--- src/rtl/note_draw_scheduler.sv ---
// note_draw_scheduler: draws ten 4x4 note squares per frame request as a stream of VGA pixel writes.
// Define NOTE_DRAW_SKIP_UNCHANGED_EN to skip slots whose note bit matches the previous frame.
module note_draw_scheduler #(
    parameter logic [7:0] X0          = 8'd20,
    parameter logic [6:0] ROW         = 7'd53,
    parameter logic [7:0] PITCH       = 8'd8,
    parameter logic [2:0] NOTE_COLOUR = 3'b100,
    parameter logic [2:0] BG_COLOUR   = 3'b000
) (
    input  logic       CLOCK_50,
    input  logic       reset,
    input  logic       tick,
    input  logic [9:0] notes,
    output logic [7:0] x,
    output logic [6:0] y,
    output logic [2:0] colour,
    output logic       plot,
    output logic       busy,
    output logic       done
);
    localparam logic [1:0] IDLE = 2'd0, DRAW = 2'd1, DONE = 2'd2;
    logic [1:0] state_q, state_d;
    logic [3:0] slot_q, slot_d, pix_q, pix_d;
    logic       pending_q, pending_d;
    logic [9:0] frame_notes_q, frame_notes_d;
    logic [7:0] x_q, x_d;
    logic [6:0] y_q, y_d;
    logic [2:0] colour_q, colour_d;
    logic       plot_q, plot_d;
    logic       skip, skip_d, start, wrap, last;
`ifdef NOTE_DRAW_SKIP_UNCHANGED_EN
    logic [9:0] prev_notes_q, prev_notes_d;
    assign prev_notes_d = (state_q == DONE) ? frame_notes_q : prev_notes_q;
    assign skip   = frame_notes_q[slot_q] == prev_notes_q[slot_q];
    assign skip_d = frame_notes_d[slot_d] == prev_notes_d[slot_d];
`else
    assign skip   = 1'b0;
    assign skip_d = 1'b0;
`endif
    // Pixel outputs are registered, so they are computed from the next-state slot/pix.
    always_comb begin
        start         = (state_q == IDLE && tick) || (state_q == DONE && (pending_q || tick));
        wrap          = skip || pix_q == 4'd15;
        last          = wrap && slot_q == 4'd9;
        state_d       = state_q;
        slot_d        = slot_q;
        pix_d         = pix_q;
        pending_d     = pending_q;
        frame_notes_d = frame_notes_q;
        if (start) begin
            state_d       = DRAW;
            slot_d        = 4'd0;
            pix_d         = 4'd0;
            pending_d     = 1'b0;
            frame_notes_d = notes;
        end else if (state_q == DONE) begin
            state_d   = IDLE;
            pending_d = 1'b0;
        end else if (state_q == DRAW) begin
            state_d   = last ? DONE : DRAW;
            pending_d = pending_q | tick;
            pix_d     = wrap ? 4'd0 : pix_q + 4'd1;
            slot_d    = last ? 4'd0 : wrap ? slot_q + 4'd1 : slot_q;
        end
        plot_d   = state_d == DRAW && !skip_d;
        x_d      = X0 + 8'(slot_d) * PITCH + {6'd0, pix_d[1:0]};
        y_d      = ROW + {5'd0, pix_d[3:2]};
        colour_d = frame_notes_d[slot_d] ? NOTE_COLOUR : BG_COLOUR;
    end
    always_ff @(posedge CLOCK_50) begin
        if (reset) begin
            state_q       <= IDLE;
            slot_q        <= 4'd0;
            pix_q         <= 4'd0;
            pending_q     <= 1'b0;
            frame_notes_q <= 10'd0;
            plot_q        <= 1'b0;
            x_q           <= 8'd0;
            y_q           <= 7'd0;
            colour_q      <= 3'd0;
`ifdef NOTE_DRAW_SKIP_UNCHANGED_EN
            prev_notes_q  <= 10'd0;
`endif
        end else begin
            state_q       <= state_d;
            slot_q        <= slot_d;
            pix_q         <= pix_d;
            pending_q     <= pending_d;
            frame_notes_q <= frame_notes_d;
            plot_q        <= plot_d;
`ifdef NOTE_DRAW_SKIP_UNCHANGED_EN
            prev_notes_q  <= prev_notes_d;
`endif
            if (plot_d) begin
                x_q      <= x_d;
                y_q      <= y_d;
                colour_q <= colour_d;
            end
        end
    end
    assign x      = x_q;
    assign y      = y_q;
    assign colour = colour_q;
    assign plot   = plot_q;
    assign busy   = state_q != IDLE;
    assign done   = state_q == DONE;
endmodule

--- config.mk ---
export PLATFORM = sky130hd
export DESIGN_NAME = note_draw_scheduler
export DESIGN_NICKNAME = d
export VERILOG_FILES = /design/src/rtl/note_draw_scheduler.sv
export SDC_FILE = /design/constraint.sdc
export NUM_CORES = 1
export LEC_CHECK = 0
export ABC_AREA = 1
export BUFFER_PORTS_ARGS = -buffer_cell sky130_fd_sc_hd__buf_2
export CAP_MARGIN = 10
export CORE_MARGIN = 2
export CORE_UTILIZATION = 38
export DETAILED_ROUTE_END_ITERATION = 7
export PLACE_DENSITY = 0.57
export SLEW_MARGIN = 30
export SYNTH_ARGS = -nofsm -noshare
export SYNTH_HDL_FRONTEND = slang
export SYNTH_SLANG_ARGS = --single-unit
export TNS_END_PERCENT = 20
--- constraint.sdc ---
create_clock -name CLOCK_50 -period 1.7 [get_ports CLOCK_50]
set_clock_uncertainty 0.05 [all_clocks]
set_input_delay 0 -clock CLOCK_50 [delete_from_list [all_inputs] [get_ports CLOCK_50]]
set_output_delay 0 -clock CLOCK_50 [all_outputs]
set_load 0.005 [all_outputs]
==> results of run 1 <==
[where the power goes]
part           switching (mW)  internal, mW
combinational           0.179         0.144
sequential             0.0236         0.866
clock                   0.299         0.287
total                   0.502          1.30
[metal layers]
metal,vias up,track usage,part of all wire
li1,909,-,-
met1,775,0.2176,0.46
met2,22,0.2990,0.49
met3,8,0.03039,0.021
met4,0,0.09465,0.021
met5,-,0,0
[logic make-up (layout without fill, tap and decap cells)]
family                   after synthesis  after routing
AND/OR/NAND/NOR                      125            125
buffers and inverters                 37            109
flip-flops                            35             35
AO/OA/AOI/OAI                         34             34
adder cells (fa/ha/maj)                5              5
other                                  1              3
[sequential cells by signal, summed over array words and instances, names as in the netlist]
signal / count
pending_q: 1
y: 4
slot_q: 4
pix_q: 4
colour: 1
plot: 1
x: 8
frame_notes_q: 10
state_q: 2
[final timing paths]
check | from | end | slack (ns)
hold reg to reg | y[2]$_SDFFE_PP0P_ | y[2]$_SDFFE_PP0P_ | 0.42
setup / recovery | slot_q[1]$_SDFF_PP0_ | x[6]$_SDFFE_PP0P_ | -0.01
setup reg to reg | slot_q[1]$_SDFF_PP0_ | x[6]$_SDFFE_PP0P_ | -0.01
hold / removal | notes[9] | frame_notes_q[9]$_SDFF_PP0_ | 0.01
[critical path: cells and delay by family, from the launching register on]
| kind | cells | cell delay [ns] |
|---|---|---|
| and+or+nand+nor | 4 | 0.35 |
| DFF | 1 | 0.32 |
| AOI/OAI and AO/OA | 2 | 0.38 |
| adders and majority gates | 2 | 0.37 |
| buffers and inverters | 3 | 0.14 |
[metrics by stage]
stage / hold slack, ns / setup WS [ns] / std cells
after floorplan: 0.01244 / 0.01308 / 239
after detailed placement: 0.2262 / -0.08895 / 347
after global routing: 0.04900 / -0.1055 / 365
final: 0.01149 / -0.01460 / 365
after global placement: 0.2231 / -0.1047 / 347
after CTS: 0.01157 / -0.01181 / 364
[final cells by class]
cell class / instances / area share
multi-input combinational: 167 / 0.4205
sequential: 35 / 0.2773
clock buffer: 7 / 0.02983
inverter: 26 / 0.04401
clock inverter: 1 / 0.001956
tap: 54 / 0.02641
timing repair buffer: 75 / 0.2000
[Yosys cell counts]
master     n  area share
nand3_1   13       0.036
o211a_1    2       0.011
o21ai_2    1      0.0049
nor2_4     1      0.0062
clkbuf_1   3      0.0062
nand3_4    1      0.0097
ha_1       5       0.035
inv_4      2      0.0069
nand2_8    1       0.011
nor2_1    25       0.052
nand3_2    2       0.011
nor3b_1    1      0.0042
inv_1     17       0.035
dfxtp_1   35        0.39
buf_12     1       0.011
nand2_2   10       0.035
nand2_4    6       0.037
inv_2      6       0.012
buf_6      2       0.012
buf_4      5       0.021
a31oi_1    1      0.0035
o21ai_0    8       0.022
nor3_1     4       0.011
a21oi_1   15       0.042
a21oi_2    2      0.0097
nor4_1     2      0.0069
or2_2      2      0.0069
inv_6      1      0.0049
o31ai_1    1      0.0042
nand2_1   53        0.11
conb_1     1      0.0021
nand4_1    4       0.014
o221ai_2   1      0.0083
o21ai_1    3      0.0083
[repair_timing]
action,CTS,global route
buffers inserted,1,1
endpoints found under the hold margin,8,0
gates cloned,0,0
setup endpoints to repair,11,13
pin swaps,10,16
resized for setup,17,32
hold buffers,8,0
==> results.md, run 1 <==
- Status: complete, but fails checks
- Failing checks: setup timing
- Final period util: 1.009
- Final TNS setup: -0.01471 ns
- # rows: 25
- Area of the multi-input gates: around 1100 um2
- Fin. max-slew vios: 0
- CP Capture Type: flop
- Ports: 34
- Post-Synthesis Cells: roughly 240
- Critical-path cell list: inv_2 -> ha_4 -> inv_2 -> nand4_1 -> nand2_2 -> nand3_4 -> a21oi_4 -> ha_4 -> nor2_2 -> o221ai_2 -> inv_2
- Class of the tightest hold or removal check: input pin to flop
- Starting Density: 0.3874
- Largest net degree at the start of global routing: 24
- # port buffers: 30
- F_max: 583.2 MHz
- Post-DP HPWL: between 2000 and 3000 um
- Hold Path Depth: 4
- Skew-Pair Late Insertion Delay: slightly below 0.3 ns
- RePlAce Congestion: between 0.8 and 0.9
- Compound-Gate Fraction of Synth Area: 0.1137
- Pwr dens: approximately 700 nW/um2
- CTS root buffer: clkbuf_8
- CP Data Required Time: ~1.8 ns
- Post-layout util: 0.5490
- CP peak stage delay: roughly 0.32 ns
- WL/cell: approximately 12 um
- Largest family of logic cells by synthesized area: simple AND/OR/NAND/NOR gates
- Via count: between 1500 and 2000
- Initial antenna violation count: 0
- Worst VDD drop: ~0.00046 V
- Total power draw: roughly 1.8 mW
- Max-cap violation count: 0
- Final setup viols: 2
- YS warnings: 0
- CTS Buf Count: 5
- RSZ-0062 raised after global routing: yes
- Most frequent CP cell: inv_2
- Clock Tree Buf Depth: 2
- Vias/cell: 4.696
- Commonest non-fill, non-tap cells in the layout: nand2_1, buf_4, dfxtp_1, buf_2, nor2_1
- Die width: approximately 73 um
- Final instance area: approximately 2600 um2
- H-tree depth: 2
- Most common cell after layout, fill and taps aside: nand2_1
- Simple-gate share of the synthesized area: 0.3514
- Die H: ~73 um
- Tmin final: 1.715 ns
- Die Area: between 5000 and 6000 um2
- FF+latch area: roughly 710 um2
- Total track usage: 0.1783
- Final WS setup: -0.01460 ns
- Fill cells: approximately 440
- Core box area: ~4700 um2
- Worst Path Max Fanout: 3
- Final nets: 328
- Xor/xnor share of the synthesized area: 0
- Final wirelength: approximately 4300 um
- Leak pwr: about 1.2 nW
- GRT overflow: 0
- Post-Synth Adder-Cell Area: 0.03465
- Clk slew on worst S/H paths: approximately 0.070 ns
- Seq cells post-synth: 35
- Number of iterations in the first detailed-routing pass: 4
- First-pass GRT wire length: 7293 um
- Slowest cell on the critical path: dfxtp_2
- Worst reg2reg path depth: 11
- Placed Area: ~2200 um2
- Fin. Hold Viols: 0
- # DRC: 0
- Netlist cell types: 34
- Vias in the first global route: about 1700
- CP Class: flop to flop
- Mux cell area share after synthesis: 0
- # diodes: 0
- CTS tree: yes
- Initial DRC Count: 27
- Post-route ant nets: 0
- Layout area overhead: 41.72%
- CTS Sinks: 35
- Type of origin of the critical path: flop
- Post-synthesis cell area: about 1800 um2
- Syn avg cell area: 7.618 um2
- Share of layout cells above drive strength 1: 0.4598
- Arr. time, crit path: ~1.9 ns
- Sequential fraction of the synthesis area: 0.3881
Power figures use the tool's default switching activity.
==> run 2: changes to the inputs <==
- BUFFER_PORTS_ARGS: -buffer_cell sky130_fd_sc_hd__buf_2 -> -buffer_cell sky130_fd_sc_hd__clkbuf_2
==> run 2 against run 1 <==
The flow still finishes with violations (setup timing). Power rose by 19%. Utilization grew 2.4 points. Clock power rose by 54%. Register-to-register slack worse by 0.02 ns. Sequential power rose by 0.6%. Worst hold slack worse by 0.0095 ns. Critical endpoint is now colour[2]$_SDFFE_PP0P_. Maximum frequency decreased by 1.4%. Global-route usage fell by 0.74 points.
==> results.md, run 2 (synthesized netlist as in run 1, its figures left out) <==
- CTS root buffer: clkbuf_8
- Slowest cell on the critical path: dfxtp_2
- Via count: 1750
- Final nets: 333
- Cells after DPL: between 300 and 400
- Final setup viols: 4
- Final period util: 1.023
- CP Capture Type: flop
- Initial DRC Count: roughly 50
- Placed Area: between 2000 and 2500 um2
- Total track usage: 0.1709
- F_max: roughly 580 MHz
- Failing checks: setup timing
- # rows: 25
- RSZ-0062 raised after global routing: yes
- Layout area overhead: 47.82%
- Worst hold margin: a little under 0.002 ns
- Most frequent CP cell: nand3_1
- Initial antenna violation count: 0
- Max-cap violation count: 0
- Die width: ~73 um
- CP peak stage delay: ~0.33 ns
- Fin. Hold Viols: 0
- Status: complete, but fails checks
- Ports: 34
- Worst Path Buf+Inv: 2
- WL/cell: between 10 and 15 um
- Fin. max-slew vios: 0
- Pwr dens: between 800 and 900 nW/um2
- Share of layout cells above drive strength 1: 0.4810
- # DRC: 0
- Core box area: 4661 um2
- Crit path max-delay family: simple AND/OR/NAND/NOR gates
- Die Area: between 5000 and 6000 um2
- RePlAce Congestion: 0.8009
- Non-Filler Instances: 370
- Clk slew on worst S/H paths: 0.07 ns
- Slew HR: 0.6229
- Tmin final: 1.739 ns
- Class of the tightest hold or removal check: input pin to flop
- Post-route ant nets: 0
- Critical-path cell list: inv_2 -> ha_4 -> inv_2 -> nand4_1 -> nand2_2 -> nand3_4 -> a21oi_4 -> nand3_1 -> nand3_1 -> nand3_1 -> nand2_1 -> a21oi_2
- Commonest non-fill, non-tap cells in the layout: nand2_1, buf_4, clkbuf_2
- Max FFs per register: 10
- H-tree depth: 2
- CTS Buf Count: 5
- Type of origin of the critical path: flop
- Post-DP HPWL: 3052 um
- CTS tree: yes
- Fill cells: roughly 430
- Die H: 72.93 um
- # port buffers: 30
- CP Data Required Time: about 1.8 ns
- # diodes: 0
- Final instance area: ~2700 um2
- Final wirelength: about 4400 um
- CP Class: flop to flop
- CTS Sinks: 35
- Skew-Pair Late Insertion Delay: between 0.2 and 0.3 ns
- Pre-CTS setup slack: -0.08658 ns
- Post-layout util: 0.5726
- Final WS setup: -0.03906 ns
- Number of iterations in the first detailed-routing pass: 4
- Most flops, register: frame_notes_q
- Vias in the first global route: approximately 1600
- Arr. time, crit path: around 1.9 ns
- Worst VDD drop: approximately 0.00057 V
- Starting Density: 0.3874
- Worst Path Max Fanout: 3
- First-pass GRT wire length: 6982 um
- GRT overflow: 0
- Leak pwr: about 1.3 nW
- Clock Tree Buf Depth: 2
- Slew at the pin closest to its max-slew limit: approximately 0.57 ns
- Vias/cell: 4.730
- Most common cell after layout, fill and taps aside: nand2_1
- Largest net degree at the start of global routing: 24
[run 2: cell count changes in the layout (fill, tap and decap cells not counted), sizes merged]
| cell | delta |
|---|---|
| buf | -25 |
| bufinv | +2 |
| clkbuf | +28 |
| clkinv | -1 |
| clkinvlp | +1 |
[run 2: where the power goes]
group,switching [mW],leakage [nW],internal (mW)
Combinational,0.185,0.930,0.153
Clock,0.317,0.0644,0.585
Sequential,0.0275,0.290,0.868
[run 2: what timing repair did]
action,in CTS,in global routing
pin swaps,10,13
buffers inserted,2,5
resized for setup,18,37
hold endpoints to repair,8,0
hold buffers,8,0
setup endpoints to repair,11,13
[run 2: worst register-to-register path: stages (launching register included)]
cell and delay, ns:
dfxtp_2 0.33, inv_2 0.05, ha_4 0.23, inv_2 0.05, nand4_1 0.12, nand2_2 0.11, nand3_4 0.09, a21oi_4 0.21
nand3_1 0.10, nand3_1 0.08, nand3_1 0.07, nand2_1 0.09, a21oi_2 0.05
[run 2: metrics by stage]
step	setup TNS [ns]	power, mW
floorplan	0	1.095
global placement	-0.2624	1.192
detailed placement	-0.2426	1.195
CTS	-0.02404	2.117
global route	-0.8628	2.235
finish	-0.08347	2.135
[run 2: cell type report]
cell class | count | area, um2 | share of cell area
multi-input cells | 167 | 1087 | 0.4074
flip-flops and latches | 35 | 708.2 | 0.2654
repair buffers | 80 | 556.8 | 0.2086
inverters | 26 | 112.6 | 0.04219
clock buffers | 5 | 68.82 | 0.02579
clock inverters | 3 | 67.56 | 0.02532
well taps | 54 | 67.56 | 0.02532
[run 2: final timing paths]
check / depth (start not counted) / startpoint / slack [ns] / endpoint
max: 12 / slot_q[1]$_SDFF_PP0_ / -0.04 / colour[2]$_SDFFE_PP0P_
max reg2reg: 12 / slot_q[1]$_SDFF_PP0_ / -0.04 / colour[2]$_SDFFE_PP0P_
min reg2reg: 2 / frame_notes_q[3]$_SDFF_PP0_ / 0.42 / frame_notes_q[3]$_SDFF_PP0_
min: 4 / notes[8] / 0.002 / frame_notes_q[8]$_SDFF_PP0_
[run 2: routing by layer]
layer / global-route usage / vias to the layer above / share of wire
li1: - / 916 / -
met1: 0.2169 / 806 / 0.45
met2: 0.2909 / 21 / 0.51
met3: 0.03729 / 7 / 0.025
met4: 0.04938 / 0 / 0.010
met5: 0 / - / 0
==> run 3: changes to the inputs <==
- PLACE_DENSITY: 0.57 -> 0.58
==> run 3 against run 2 <==
The flow still finishes with violations (setup timing). Clock power increased by 0.7%. Sequential share of layout area increased by 0.98 points. Cell count decreased by 2.2%. Combinational power decreased by 5%. Non-clock buffer count decreased by 8. Maximum frequency increased by 2.1%. Critical path depth decreased by 1. Flip-flop and latch count unchanged. Worst hold slack improved by 0.0096 ns. Global-route usage increased by 0.94 points. Via count decreased by 2.9%. First-iteration DRC count increased by 69%. Critical endpoint unchanged. Highest routed layer unchanged.
==> results.md, run 3 (synthesized netlist as in run 1, its figures left out) <==
- Post-route ant nets: 0
- GRT overflow: 0
- Most common cell after layout, fill and taps aside: nand2_1
- Worst hold margin: between 0.01 and 0.015 ns
- CTS Buf Count: 5
- Type of origin of the critical path: flop
- Internal Pwr Total: 1.591 mW
- # diodes: 0
- CP Data Required Time: 1.83 ns
- Initial DRC Count: 86
- Clk slew on worst S/H paths: around 0.080 ns
- Commonest non-fill, non-tap cells in the layout: nand2_1, buf_4, clkbuf_2
- CTS root buffer: clkbuf_8
- Pwr dens: roughly 820 nW/um2
- Largest net degree at the start of global routing: 24
- Final period util: 1.002
- Sequential Power Share: 0.420
- Most flops, register: frame_notes_q
- Area of the multi-input gates: ~1100 um2
- RePlAce Congestion: 0.9315
- Worst VDD drop: around 0.0004 V
- Number of iterations in the first detailed-routing pass: 4
- Die width: ~73 um
- Most frequent CP cell: nand3_2
- Critical-path cell list: ha_4 -> nand3_4 -> inv_2 -> nand2_2 -> nand3_2 -> a21oi_4 -> nand3_2 -> nand3_2 -> nand3_2 -> nand2_2 -> a21oi_2
- Vias in the first global route: ~1700
- Failing checks: setup timing
- Total track usage: 0.1803
- # DRC: 0
- Gate power share: 0.151
- RSZ-0062 raised after global routing: yes
- Final nets: around 330
- Tmin final: ~1.7 ns
- Initial antenna violation count: 0
- Fin. max-slew vios: 0
- Fin. Hold Viols: 0
- Worst Path Max Fanout: 3
- Slowest cell on the critical path: dfxtp_4
- Arr. time, crit path: about 1.8 ns
- Vias/cell: approximately 4.7
- WL/cell: 12.24 um
- Die H: between 70 and 80 um
- Final wirelength: 4431 um
- Layout area overhead: 43.04%
- FF+latch area: 710.7 um2
- Crit path max-delay family: simple AND/OR/NAND/NOR gates
- Worst Path Buf+Inv: 1
- Max-cap violation count: 0
- Share of layout cells above drive strength 1: 0.4643
- CTS Sinks: 35
- Leak pwr: 1.248 nW
- Psw: ~0.53 mW
- H-tree depth: 2
- # port buffers: 30
- CP Capture Type: flop
- Via count: 1700
- Final WS setup: -0.003669 ns
- Clock power share: 0.429
- Core box area: 4661 um2
- Status: complete, but fails checks
- Skew-Pair Late Insertion Delay: 0.29 ns
- Clock Tree Buf Depth: 2
- Class of the tightest hold or removal check: input pin to flop
- CP peak stage delay: 0.36 ns
- F_max: 587.0 MHz
- # rows: 25
- Pre-CTS setup slack: -0.08351 ns
- Starting Density: 0.3874
- First-pass GRT wire length: roughly 7500 um
- CTS tree: yes
- Die Area: between 5000 and 6000 um2
- Max FFs per register: 10
- Post-DP HPWL: ~3000 um
- Ports: 34
- Switching share of power: 0.2487
- Fill cells: around 440
- Final setup viols: 1
- CP Class: flop to flop
==> run 3: path summary, 6_finish.rpt <==
kind / start / to / slack, ns / depth (start not counted)
worst max-delay path: pix_q[0]$_SDFF_PP0_ / colour[2]$_SDFFE_PP0P_ / -0.004 / 11
worst min-delay path: notes[8] / frame_notes_q[8]$_SDFF_PP0_ / 0.01 / 4
worst max register to register: pix_q[0]$_SDFF_PP0_ / colour[2]$_SDFFE_PP0P_ / -0.004 / 11
worst min register to register: frame_notes_q[6]$_SDFF_PP0_ / frame_notes_q[6]$_SDFF_PP0_ / 0.42 / 2
==> run 3: area by class of cell <==
type / instances / area share
multi-input combinational: 167 / 0.4142
inverter: 26 / 0.04360
timing repair buffer: 72 / 0.1880
sequential: 35 / 0.2752
clock buffer: 5 / 0.02665
tap: 54 / 0.02616
clock inverter: 3 / 0.02616
==> run 3: metal layers <==
metal,track usage,vias up,wire (um)
met3,0.02624,9,100
met5,0,-,0
met2,0.3030,25,2244
met1,0.2234,763,2007
met4,0.09259,0,78
li1,-,903,-
==> run 3: power by group through the flow <==
stage	Clock [mW]	Sequential [mW]	Combinational (mW)
finish	0.908	0.890	0.320
global route	0.958	0.896	0.359
detailed placement	0	0.908	0.282
floorplan	0	0.909	0.187
CTS	0.918	0.890	0.302
global placement	0	0.907	0.281
==> run 3: through the flow <==
stage               area (um2)  total power, mW   TNS (ns)  instances    util
global route              2582            2.213    -0.3760        362  0.5541
detailed placement        2177            1.190    -0.1895        343  0.4671
finish                    2582            2.118  -0.003669        362  0.5541
global placement          2177            1.188    -0.2213        343  0.4671
floorplan                 1818            1.095          0        239       -
CTS                       2481            2.111   -0.02059        361  0.5323
==> run 3: what timing repair did <==
action | in CTS | in global routing
gates cloned | 0 | 0
pin swaps | 10 | 14
setup endpoints to repair | 10 | 13
hold buffers | 8 | 0
hold endpoints to repair | 8 | 0
gates resized for setup | 18 | 29
setup buffers | 2 | 1
==> run 3: worst min-delay path, delay by kind of cell <==
kind                   cells  cell delay [ns]
AOI/OAI and AO/OA          1             0.08
buffers and inverters      1             0.07
and+or+nand+nor            2             0.17
